[src/rtl/mc_control_fsm_if.sv]
// Control bundle between the multicycle main control FSM and the MIPS datapath/memory.
// Handshake: a memory state holds its strobes until a cycle with mem_ready=1, which completes that access.
interface mc_control_fsm_if #(
    parameter int CNT_W = 32
);
    logic [5:0]       opcode;
    logic             mem_ready;
    logic             pc_write;
    logic             pc_write_cond;
    logic             i_or_d;
    logic             mem_read;
    logic             mem_write;
    logic             ir_write;
    logic             mem_to_reg;
    logic             reg_dst;
    logic             reg_write;
    logic             alu_src_a;
    logic [1:0]       alu_src_b;
    logic [1:0]       alu_op;
    logic [1:0]       pc_source;
    logic [3:0]       state;
    logic             instr_done;
    logic             illegal_op;
    logic [CNT_W-1:0] instr_count;

    modport master (
        input  opcode, mem_ready,
        output pc_write, pc_write_cond, i_or_d, mem_read, mem_write, ir_write,
               mem_to_reg, reg_dst, reg_write, alu_src_a, alu_src_b, alu_op,
               pc_source, state, instr_done, illegal_op, instr_count
    );

    modport slave (
        output opcode, mem_ready,
        input  pc_write, pc_write_cond, i_or_d, mem_read, mem_write, ir_write,
               mem_to_reg, reg_dst, reg_write, alu_src_a, alu_src_b, alu_op,
               pc_source, state, instr_done, illegal_op, instr_count
    );
endinterface

[src/rtl/mc_control_fsm.sv]
// Multicycle MIPS main control: registered state machine with memory wait states,
// optional addi, illegal-opcode flag and a retired-instruction counter.
module mc_control_fsm #(
    parameter int unsigned MEM_WAIT    = 1,
    parameter int unsigned ENABLE_ADDI = 1,
    parameter int          CNT_W       = 32
) (
    input  logic              clk,
    input  logic              rst_n,
    mc_control_fsm_if.master  bus
);
    typedef enum logic [3:0] {
        S_FETCH   = 4'd0,
        S_DECODE  = 4'd1,
        S_MEMADR  = 4'd2,
        S_MEMRD   = 4'd3,
        S_MEMWB   = 4'd4,
        S_MEMWR   = 4'd5,
        S_EXEC    = 4'd6,
        S_RWB     = 4'd7,
        S_BRANCH  = 4'd8,
        S_JUMP    = 4'd9,
        S_ADDI_EX = 4'd10,
        S_ADDI_WB = 4'd11
    } state_t;

    localparam logic [5:0] OP_RTYPE = 6'b000000;
    localparam logic [5:0] OP_J     = 6'b000010;
    localparam logic [5:0] OP_BEQ   = 6'b000100;
    localparam logic [5:0] OP_ADDI  = 6'b001000;
    localparam logic [5:0] OP_LW    = 6'b100011;
    localparam logic [5:0] OP_SW    = 6'b101011;

    localparam bit WAIT_EN = (MEM_WAIT != 0);
    localparam bit ADDI_EN = (ENABLE_ADDI != 0);

    state_t           state_q;
    state_t           state_d;
    logic             illegal_q;
    logic [CNT_W-1:0] cnt_q;

    logic       mem_go;
    logic       dec_illegal;
    logic       done;
    logic       pc_write_c;
    logic       pc_write_cond_c;
    logic       i_or_d_c;
    logic       mem_read_c;
    logic       mem_write_c;
    logic       ir_write_c;
    logic       mem_to_reg_c;
    logic       reg_dst_c;
    logic       reg_write_c;
    logic       alu_src_a_c;
    logic [1:0] alu_src_b_c;
    logic [1:0] alu_op_c;
    logic [1:0] pc_source_c;

    // Without wait states every memory access is taken to finish in one cycle.
    assign mem_go = bus.mem_ready | ~WAIT_EN;

    always_ff @(posedge clk or negedge rst_n) begin
        if (!rst_n) begin
            state_q   <= S_FETCH;
            illegal_q <= 1'b0;
            cnt_q     <= '0;
        end else begin
            state_q   <= state_d;
            illegal_q <= dec_illegal;
            if (done) begin
                cnt_q <= cnt_q + CNT_W'(1);
            end
        end
    end

    always_comb begin
        state_d         = state_q;
        dec_illegal     = 1'b0;
        done            = 1'b0;
        pc_write_c      = 1'b0;
        pc_write_cond_c = 1'b0;
        i_or_d_c        = 1'b0;
        mem_read_c      = 1'b0;
        mem_write_c     = 1'b0;
        ir_write_c      = 1'b0;
        mem_to_reg_c    = 1'b0;
        reg_dst_c       = 1'b0;
        reg_write_c     = 1'b0;
        alu_src_a_c     = 1'b0;
        alu_src_b_c     = 2'b00;
        alu_op_c        = 2'b00;
        pc_source_c     = 2'b00;

        case (state_q)
            S_FETCH: begin
                mem_read_c  = 1'b1;
                alu_src_b_c = 2'b01;
                // IR/PC load only on the completing cycle, so a stall never double-increments PC.
                if (mem_go) begin
                    ir_write_c = 1'b1;
                    pc_write_c = 1'b1;
                    state_d    = S_DECODE;
                end
            end
            S_DECODE: begin
                alu_src_b_c = 2'b11;
                case (bus.opcode)
                    OP_LW, OP_SW: state_d = S_MEMADR;
                    OP_RTYPE:     state_d = S_EXEC;
                    OP_BEQ:       state_d = S_BRANCH;
                    OP_J:         state_d = S_JUMP;
                    OP_ADDI: begin
                        if (ADDI_EN) begin
                            state_d = S_ADDI_EX;
                        end else begin
                            state_d     = S_FETCH;
                            dec_illegal = 1'b1;
                        end
                    end
                    default: begin
                        state_d     = S_FETCH;
                        dec_illegal = 1'b1;
                    end
                endcase
            end
            S_MEMADR: begin
                alu_src_a_c = 1'b1;
                alu_src_b_c = 2'b10;
                state_d     = (bus.opcode == OP_LW) ? S_MEMRD : S_MEMWR;
            end
            S_MEMRD: begin
                mem_read_c = 1'b1;
                i_or_d_c   = 1'b1;
                if (mem_go) begin
                    state_d = S_MEMWB;
                end
            end
            S_MEMWB: begin
                reg_write_c  = 1'b1;
                mem_to_reg_c = 1'b1;
                done         = 1'b1;
                state_d      = S_FETCH;
            end
            S_MEMWR: begin
                mem_write_c = 1'b1;
                i_or_d_c    = 1'b1;
                if (mem_go) begin
                    done    = 1'b1;
                    state_d = S_FETCH;
                end
            end
            S_EXEC: begin
                alu_src_a_c = 1'b1;
                alu_op_c    = 2'b10;
                state_d     = S_RWB;
            end
            S_RWB: begin
                reg_write_c = 1'b1;
                reg_dst_c   = 1'b1;
                done        = 1'b1;
                state_d     = S_FETCH;
            end
            S_BRANCH: begin
                alu_src_a_c     = 1'b1;
                alu_op_c        = 2'b01;
                pc_write_cond_c = 1'b1;
                pc_source_c     = 2'b01;
                done            = 1'b1;
                state_d         = S_FETCH;
            end
            S_JUMP: begin
                pc_write_c  = 1'b1;
                pc_source_c = 2'b10;
                done        = 1'b1;
                state_d     = S_FETCH;
            end
            S_ADDI_EX: begin
                alu_src_a_c = 1'b1;
                alu_src_b_c = 2'b10;
                state_d     = S_ADDI_WB;
            end
            S_ADDI_WB: begin
                reg_write_c = 1'b1;
                done        = 1'b1;
                state_d     = S_FETCH;
            end
            default: begin
                state_d = S_FETCH;
            end
        endcase
    end

    // Write/load strobes are held off while reset is asserted, even though FETCH decodes them.
    assign bus.pc_write      = pc_write_c & rst_n;
    assign bus.pc_write_cond = pc_write_cond_c & rst_n;
    assign bus.ir_write      = ir_write_c & rst_n;
    assign bus.reg_write     = reg_write_c & rst_n;
    assign bus.mem_read      = mem_read_c & rst_n;
    assign bus.mem_write     = mem_write_c & rst_n;

    assign bus.i_or_d      = i_or_d_c;
    assign bus.mem_to_reg  = mem_to_reg_c;
    assign bus.reg_dst     = reg_dst_c;
    assign bus.alu_src_a   = alu_src_a_c;
    assign bus.alu_src_b   = alu_src_b_c;
    assign bus.alu_op      = alu_op_c;
    assign bus.pc_source   = pc_source_c;
    assign bus.state       = state_q;
    assign bus.instr_done  = done;
    assign bus.illegal_op  = illegal_q;
    assign bus.instr_count = cnt_q;
endmodule

[src/flat_wrapper.sv]
// flat-port wrapper written by rule: the top's interface ports become plain ports
module mc_control_fsm_flat 
#(
    parameter int unsigned MEM_WAIT    = 1,
    parameter int unsigned ENABLE_ADDI = 1,
    parameter int          CNT_W       = 32
)
  (clk, rst_n, bus_opcode, bus_mem_ready, bus_pc_write, bus_pc_write_cond, bus_i_or_d, bus_mem_read, bus_mem_write, bus_ir_write, bus_mem_to_reg, bus_reg_dst, bus_reg_write, bus_alu_src_a, bus_alu_src_b, bus_alu_op, bus_pc_source, bus_state, bus_instr_done, bus_illegal_op, bus_instr_count);
  mc_control_fsm_if #(.CNT_W(CNT_W)) bus_i ();
  input  logic clk;
  input  logic rst_n;
  input wire logic [$bits(bus_i.opcode)-1:0] bus_opcode;
  input wire logic [$bits(bus_i.mem_ready)-1:0] bus_mem_ready;
  output wire logic [$bits(bus_i.pc_write)-1:0] bus_pc_write;
  output wire logic [$bits(bus_i.pc_write_cond)-1:0] bus_pc_write_cond;
  output wire logic [$bits(bus_i.i_or_d)-1:0] bus_i_or_d;
  output wire logic [$bits(bus_i.mem_read)-1:0] bus_mem_read;
  output wire logic [$bits(bus_i.mem_write)-1:0] bus_mem_write;
  output wire logic [$bits(bus_i.ir_write)-1:0] bus_ir_write;
  output wire logic [$bits(bus_i.mem_to_reg)-1:0] bus_mem_to_reg;
  output wire logic [$bits(bus_i.reg_dst)-1:0] bus_reg_dst;
  output wire logic [$bits(bus_i.reg_write)-1:0] bus_reg_write;
  output wire logic [$bits(bus_i.alu_src_a)-1:0] bus_alu_src_a;
  output wire logic [$bits(bus_i.alu_src_b)-1:0] bus_alu_src_b;
  output wire logic [$bits(bus_i.alu_op)-1:0] bus_alu_op;
  output wire logic [$bits(bus_i.pc_source)-1:0] bus_pc_source;
  output wire logic [$bits(bus_i.state)-1:0] bus_state;
  output wire logic [$bits(bus_i.instr_done)-1:0] bus_instr_done;
  output wire logic [$bits(bus_i.illegal_op)-1:0] bus_illegal_op;
  output wire logic [$bits(bus_i.instr_count)-1:0] bus_instr_count;
  assign bus_i.opcode = bus_opcode;
  assign bus_i.mem_ready = bus_mem_ready;
  assign bus_pc_write = bus_i.pc_write;
  assign bus_pc_write_cond = bus_i.pc_write_cond;
  assign bus_i_or_d = bus_i.i_or_d;
  assign bus_mem_read = bus_i.mem_read;
  assign bus_mem_write = bus_i.mem_write;
  assign bus_ir_write = bus_i.ir_write;
  assign bus_mem_to_reg = bus_i.mem_to_reg;
  assign bus_reg_dst = bus_i.reg_dst;
  assign bus_reg_write = bus_i.reg_write;
  assign bus_alu_src_a = bus_i.alu_src_a;
  assign bus_alu_src_b = bus_i.alu_src_b;
  assign bus_alu_op = bus_i.alu_op;
  assign bus_pc_source = bus_i.pc_source;
  assign bus_state = bus_i.state;
  assign bus_instr_done = bus_i.instr_done;
  assign bus_illegal_op = bus_i.illegal_op;
  assign bus_instr_count = bus_i.instr_count;
  mc_control_fsm #(.MEM_WAIT(MEM_WAIT), .ENABLE_ADDI(ENABLE_ADDI), .CNT_W(CNT_W)) u_core (.clk(clk), .rst_n(rst_n), .bus(bus_i));
endmodule
[config.mk]
export PLATFORM = sky130hd
export DESIGN_NAME = mc_control_fsm_flat
export DESIGN_NICKNAME = d
export VERILOG_FILES = /design/src/rtl/mc_control_fsm_if.sv /design/src/rtl/mc_control_fsm.sv /design/src/flat_wrapper.sv
export SDC_FILE = /design/constraint.sdc
export NUM_CORES = 1
export LEC_CHECK = 0
export CAP_MARGIN = 20
export CORE_ASPECT_RATIO = 0.8
export CORE_MARGIN = 4
export CORE_UTILIZATION = 51
export DETAILED_ROUTE_END_ITERATION = 16
export GPL_TIMING_DRIVEN = 0
export PLACE_DENSITY = 0.82
export SLEW_MARGIN = 25
export SYNTH_ARGS = -nofsm -noshare
export SYNTH_HDL_FRONTEND = slang
export SYNTH_SLANG_ARGS = --single-unit
[constraint.sdc]
create_clock -name clk -period 3.3 [get_ports clk]
set_clock_uncertainty 0.05 [all_clocks]
set_input_delay 0.495 -clock clk [delete_from_list [all_inputs] [get_ports clk]]
set_output_delay 0.495 -clock clk [all_outputs]
set_load 0.05 [all_outputs]
==> impl_metrics.toml, run 1 <==
[clocking]
cts_resized = 0
clock_tree.buffer_depth = 2
post_cts_buffers = 0
cts_root_buffer = "sky130_fd_sc_hd__clkbuf_8"
clk_pin_slew_ns = 0.07
cts_tree = "yes"
hold_bufs_inserted_after_cts = 0
tritoncts.num_buffers = 5
clkSinkCount = 37
clock_latency_late_sink_ns = 0.29
cts-htree-levels = 2

[power_and_ir_drop]
ir_drop_mv = 0.577
power_frac_clock_pct = 29.7
power_per_cell_area_nw_per_um2 = 466
share_of_power_burned_in_combinational_logic_pct = 31.7
power.share.switching_pct = 35.4
p_leak_uw = 0.00114
p_switching_uw = 484
internal-power_uw = 884
p_seq_share_pct = 38.6

[sta]
final_min_period_over_clock_period_pct = 94.8
fmax_mhz = 320
final.min_clock_period_ns = 3.13
timing.final.hold_violations = 0
max_slew.worst_pin.slew_ns = 0.514
maxSlewViolCount = 0
max-slew-margin-rel_pct = 65.6
final-setup-viol-count = 0
grt_setup_unrepaired = "no"

[floorplanning]
num_io_pins = 63
initial_utilization_pct = 54.5
die_h_um = 65.8
core_um2 = 3900
fp.dieArea_um2 = 5270
chipWidth_um = 80.2
placement_rows = 20

[place]
io_port_bufs = 61
place.gp.congestion = 0.852
hpwl_um = 3940
placement.cell_area_um2 = 2820
placedCellCount = 332

[min_path]
min-delay-path-class = "in2async"

[setup_path]
critical_path_at_ns = 2.58
critPathCaptureType = "output port"
critical_path.most_common_cell = "sky130_fd_sc_hd__clkdlybuf4s50_1"
critPathBufInv = 2
slowest_delay_ns = 0.83
cp_slowest_cell = "sky130_fd_sc_hd__clkdlybuf4s50_1"
worstPathCellList = "clkdlybuf4s50_1, nor3b_1, o21ai_0, and2_1, clkdlybuf4s50_1"
setup.worst_path.class = "in2out"
critical_path.max_fanout = 7
worstPathRequired_ns = 2.75
timing.critical_path.from_type = "input port"
critical-path-top-delay-family = "buffers and inverters"

[global_route]
global_route.overflow_total = 0
pin_count_of_the_biggest_net_entering_global_routing = 29
first_global_vias = 1844
grt_pass1_wl_um = 8950
grtUsageTotal_pct = 22.1
antenna_violations_before_repair = 0

[route]
ant_nets = 0
drc_errors = 0
detail_route.vias_per_cell = 5.74
detail_route.wl_per_cell_um = 16.1
detail_route.iter0.violations = 138
routed_wirelength_um = 5460
total_iterations_of_the_first_detailed_routing_run = 4
vias = 1952

[yosys]
post-synth-top-area-cell = "sky130_fd_sc_hd__dfrtp_1"
yosys-top-cells-area = "sky130_fd_sc_hd__dfrtp_1 44%, sky130_fd_sc_hd__xnor2_1 13%, sky130_fd_sc_hd__nand4_1 6.8%, sky130_fd_sc_hd__and3_1 2.9%, sky130_fd_sc_hd__nand2_1 2.6%"
netlist_top_cells_count = "37 x sky130_fd_sc_hd__dfrtp_1, 31 x sky130_fd_sc_hd__xnor2_1, 23 x sky130_fd_sc_hd__nand4_1, 15 x sky130_fd_sc_hd__nand2_1, 12 x sky130_fd_sc_hd__nor2_1"
post_synth_edffs = 0
synth_largest_type_area_fraction_pct = 43.5
synth-seq-area-share_pct = 43.5
postSynth.asyncResetShare_pct = 100
synthesis.nets = 225
post_synth_num_cell_types = 41
synth_most_common_cell = "sky130_fd_sc_hd__dfrtp_1"
syn_inst = 215
ys.warnings.count = 0
postSynth.topFlopCell = "sky130_fd_sc_hd__dfrtp_1"
syn_area_per_cell_um2 = 9.89
netlist_area_um2 = 2130
synth.ff_latch_count = 37

[layout]
layout_cells_excl_fill = 340
antennaDiodeCount = 0
final_design_area_no_fill_um2 = 2940
post_route_cells_drive_above_1_share_pct = 8.07
fillCellCount = 319
fin_nets = 294
layout-area-overhead-vs-synth_pct = 38.1

[flow_run]
drv_cap = 0

[run_status]
run_status = "finished, final reports clean"
-- final cells by class --
class | instances | area (µm²) | share of cell area [%]
multi-input cells | 163 | 1120 | 38.0
clock inverters | 1 | 30.0 | 1.02
plain buffers | 13 | 76.3 | 2.60
well taps | 55 | 68.8 | 2.34
clock buffers | 7 | 86.3 | 2.94
inverters | 2 | 7.51 | 0.256
flip-flops and latches | 37 | 926 | 31.5
repair buffers | 62 | 626 | 21.3
-- flip-flops by register name, indices dropped and copies added (netlist names) --
name	cells
u_core.bus.illegal_op	1
u_core.bus.instr_count	32
u_core.bus.state	4
-- worst reg2reg max path, stage by stage, from the launching register on --
cell and delay (ns):
sky130_fd_sc_hd__dfrtp_1 0.47, sky130_fd_sc_hd__nor2b_4 0.17, sky130_fd_sc_hd__buf_6 0.14, sky130_fd_sc_hd__nor4b_4 0.47, sky130_fd_sc_hd__buf_6 0.21, sky130_fd_sc_hd__nand4_1 0.15, sky130_fd_sc_hd__xnor2_1 0.15
-- power groups by stage --
stage                     clock, µW  sequential (µW)  combinational (µW)
after floorplan                   0              644                 172
after global placement            0              534                 426
after detailed placement          0              535                 433
after CTS                       413              528                 435
after global routing            432              535                 458
final                           406              529                 433
-- final timing paths --
path                                                 start                          to  slack (ns)  cells after the start
max in group asynchronous                            rst_n  u_core.bus.instr_count[28]        2.72                      2
worst min register to register  u_core.bus.instr_count[12]  u_core.bus.instr_count[12]        0.44                      1
worst min-delay path                                 rst_n   u_core.bus.instr_count[9]        0.03                      1
min in group clk                u_core.bus.instr_count[12]  u_core.bus.instr_count[12]        0.44                      1
worst max register to register         u_core.bus.state[1]  u_core.bus.instr_count[27]        1.37                      6
worst max-delay path                         bus_mem_ready              bus_instr_done        0.17                      5
-- cells by family after synthesis --
group	count (synthesis)	share of synthesized area, %
mux	2	1.00
fa+ha+maj	1	0.588
simple gates	103	29.8
xor+xnor	33	13.6
compound gates	24	7.53
buf+inv	15	3.94
flops	37	43.5
-- layer usage --
metal,up-vias,wire [µm],global-route usage [%],share of wire (%)
li1,921,-,-,-
met1,962,2560,31.8,47
met2,60,2550,33.3,47
met3,9,266,3.97,4.9
met4,0,87,7.59,1.6
met5,-,0,0,0
-- cell usage in the layout, fill, tap and decap left out, drive strengths merged, types with 8 or more instances in the layout --
cell type,netlist,routed
clkdlybuf4s50,0,60
nand4,23,23
nor2,13,13
nand2,15,15
buf,9,11
nand3,8,8
and3,10,10
nor3,9,9
dfrtp,37,37
xnor2,31,31
clkbuf,4,11
-- per-stage QoR --
step / setup WS (ns) / utilization [%] / hold WS (ns) / TNS (ns) / total power (µW)
final: 0.173 / 75.3 / 0.0286 / 0 / 1370
after global routing: 0.0537 / 75.3 / 0.0409 / 0 / 1430
after CTS: 0.161 / 75.3 / 0.0313 / 0 / 1380
after detailed placement: 0.179 / 72.3 / 0.354 / 0 / 968
after global placement: -0.871 / 71.9 / 0.410 / -4.15 / 961
after floorplan: 0.126 / - / 0.149 / 0 / 816
No activity file was read; power rests on OpenSTA's default activity.
==> run 2: changes to the inputs <==
--- a/config.mk
+++ b/config.mk
@@ -8,11 +8,11 @@
 export CAP_MARGIN = 20
 export CORE_ASPECT_RATIO = 0.8
 export CORE_MARGIN = 4
-export CORE_UTILIZATION = 51
+export CORE_UTILIZATION = 45
 export DETAILED_ROUTE_END_ITERATION = 16
 export GPL_TIMING_DRIVEN = 0
-export PLACE_DENSITY = 0.82
-export SLEW_MARGIN = 25
+export PLACE_DENSITY = 0.74
+export SLEW_MARGIN = 20
 export SYNTH_ARGS = -nofsm -noshare
 export SYNTH_HDL_FRONTEND = slang
 export SYNTH_SLANG_ARGS = --single-unit
==> impl_metrics.toml, run 2 (synthesis results as in run 1) <==
[run_status]
run_status = "finished, final reports clean"

[layout]
layout_cells_excl_fill = 344
layout-area-overhead-vs-synth_pct = 37.0
largest_register_ff_count = 32
commonest_non_fill_non_tap_cells_in_the_layout = "60 x sky130_fd_sc_hd__clkdlybuf4s50_1, 37 x sky130_fd_sc_hd__dfrtp_1, 31 x sky130_fd_sc_hd__xnor2_1, 23 x sky130_fd_sc_hd__nand4_1, 15 x sky130_fd_sc_hd__nand2_1"
post_route_cells_drive_above_1_share_pct = 7.75
antennaDiodeCount = 0
fin_nets = 294
mostFrequentLayoutCell = "sky130_fd_sc_hd__clkdlybuf4s50_1"

[sta]
grt_setup_unrepaired = "no"
timing.final.hold_violations = 0
final-setup-viol-count = 0
maxSlewViolCount = 0
tightest_hold_margin_ns = 0.0581
setup_ws_ns = 0.183
max_slew.worst_pin.slew_ns = 0.521
final.min_clock_period_ns = 3.12
fmax_mhz = 321
max-slew-margin-rel_pct = 65.2
final_min_period_over_clock_period_pct = 94.4

[clocking]
clkSinkCount = 37
post_cts_buffers = 0
cts_tree = "yes"
clock_tree.buffer_depth = 2
cts-htree-levels = 2
clock_latency_late_sink_ns = 0.28
hold_bufs_inserted_after_cts = 0
cts_root_buffer = "sky130_fd_sc_hd__clkbuf_8"
cts_resized = 0
tritoncts.num_buffers = 5
clk_pin_slew_ns = 0.07

[power_and_ir_drop]
power_per_cell_area_nw_per_um2 = 436
ir_drop_mv = 0.525
design_power_total_uw = 1270
p_leak_uw = 0.00113

[place]
hpwl_um = 3820
io_port_bufs = 61
dp_worst_setup_slack_ns = 0.205
placedCellCount = 337
place.gp.congestion = 0.891

[floorplanning]
num_io_pins = 63
placement_rows = 22
chipWidth_um = 84.9
initial_utilization_pct = 46.5
core_um2 = 4570
die_h_um = 69.5
fp.dieArea_um2 = 5900

[setup_path]
r2r_start = "u_core.bus.state[1]"
worst-r2r-cell-count = 6
critical_path_at_ns = 2.57
rrSetupSlack_ns = 1.36
critPathCaptureType = "output port"
crit-reg2reg-capture = "u_core.bus.instr_count[17]"
critical_path.max_fanout = 7
worstPathRequired_ns = 2.75
setup.worst_path.class = "in2out"
timing.critical_path.from_type = "input port"

[route]
drc_errors = 0
detail_route.wl_per_cell_um = 15.4
detail_route.vias_per_cell = 5.58
ant_nets = 0
vias = 1919
routed_wirelength_um = 5290
detail_route.iter0.violations = 127
total_iterations_of_the_first_detailed_routing_run = 4

[global_route]
antenna_violations_before_repair = 0
grtUsageMet1_pct = 26.8
grtUsageTotal_pct = 18.3
pin_count_of_the_biggest_net_entering_global_routing = 28
global_route.peak_usage_layer = "met1"
grt_use_met3_pct = 4.51
grt_pass1_wl_um = 8790
global_route.usage.met2_pct = 26.5
first_global_vias = 1825
global_route.overflow_total = 0

[min_path]
min-delay-path-class = "in2async"

[flow_run]
drv_cap = 0
==> run 2: final cells by class <==
cell class                 count  area, µm²
tap                           60       75.1
buffer                        13       76.3
clock buffer                   7       86.3
inverter                       2       7.51
fill                         408       1660
timing repair buffer          62        626
sequential                    37        926
multi-input combinational    163       1120
==> run 2: how the worst max path moves through the flow <==
stage	start	to	slack (ns)	cells after the start
finish	bus_mem_ready	bus_instr_done	0.18	5
global route	bus_mem_ready	bus_instr_done	0.06	5
CTS	bus_mem_ready	bus_instr_done	0.18	5
detailed placement	bus_mem_ready	bus_instr_done	0.21	5
global placement	rst_n	bus_pc_write	-0.88	5
floorplan	u_core.bus.state[2]	bus_pc_source[0]	0.13	5
==> run 2: metrics by stage <==
stage	utilization (%)	setup TNS, ns	area (µm²)
3_5_place_dp	61.9	0	2830
5_1_grt	63.8	0	2910
4_1_cts	63.8	0	2910
3_3_place_gp	61.6	-4.21	2810
6_report	63.8	0	2910
2_1_floorplan	-	0	2130
==> run 2: critical path, cell delays in order <==
cell and delay, ns:
sky130_fd_sc_hd__clkdlybuf4s50_1 0.59, sky130_fd_sc_hd__nor3b_1 0.07, sky130_fd_sc_hd__o21ai_0 0.32, sky130_fd_sc_hd__and2_1 0.26
sky130_fd_sc_hd__clkdlybuf4s50_1 0.83
==> run 2: report_power, final <==
part / switching, µW / internal (µW) / total [µW]
logic: 282 / 151 / 433
registers: 41.2 / 487 / 528
clock network: 145 / 166 / 310
==> run 2: per-layer routing <==
layer / vias to the layer above / routed length (µm)
li1: 923 / -
met1: 928 / 2510
met2: 61 / 2400
met4: 0 / 58
met5: - / 0
met3: 7 / 318
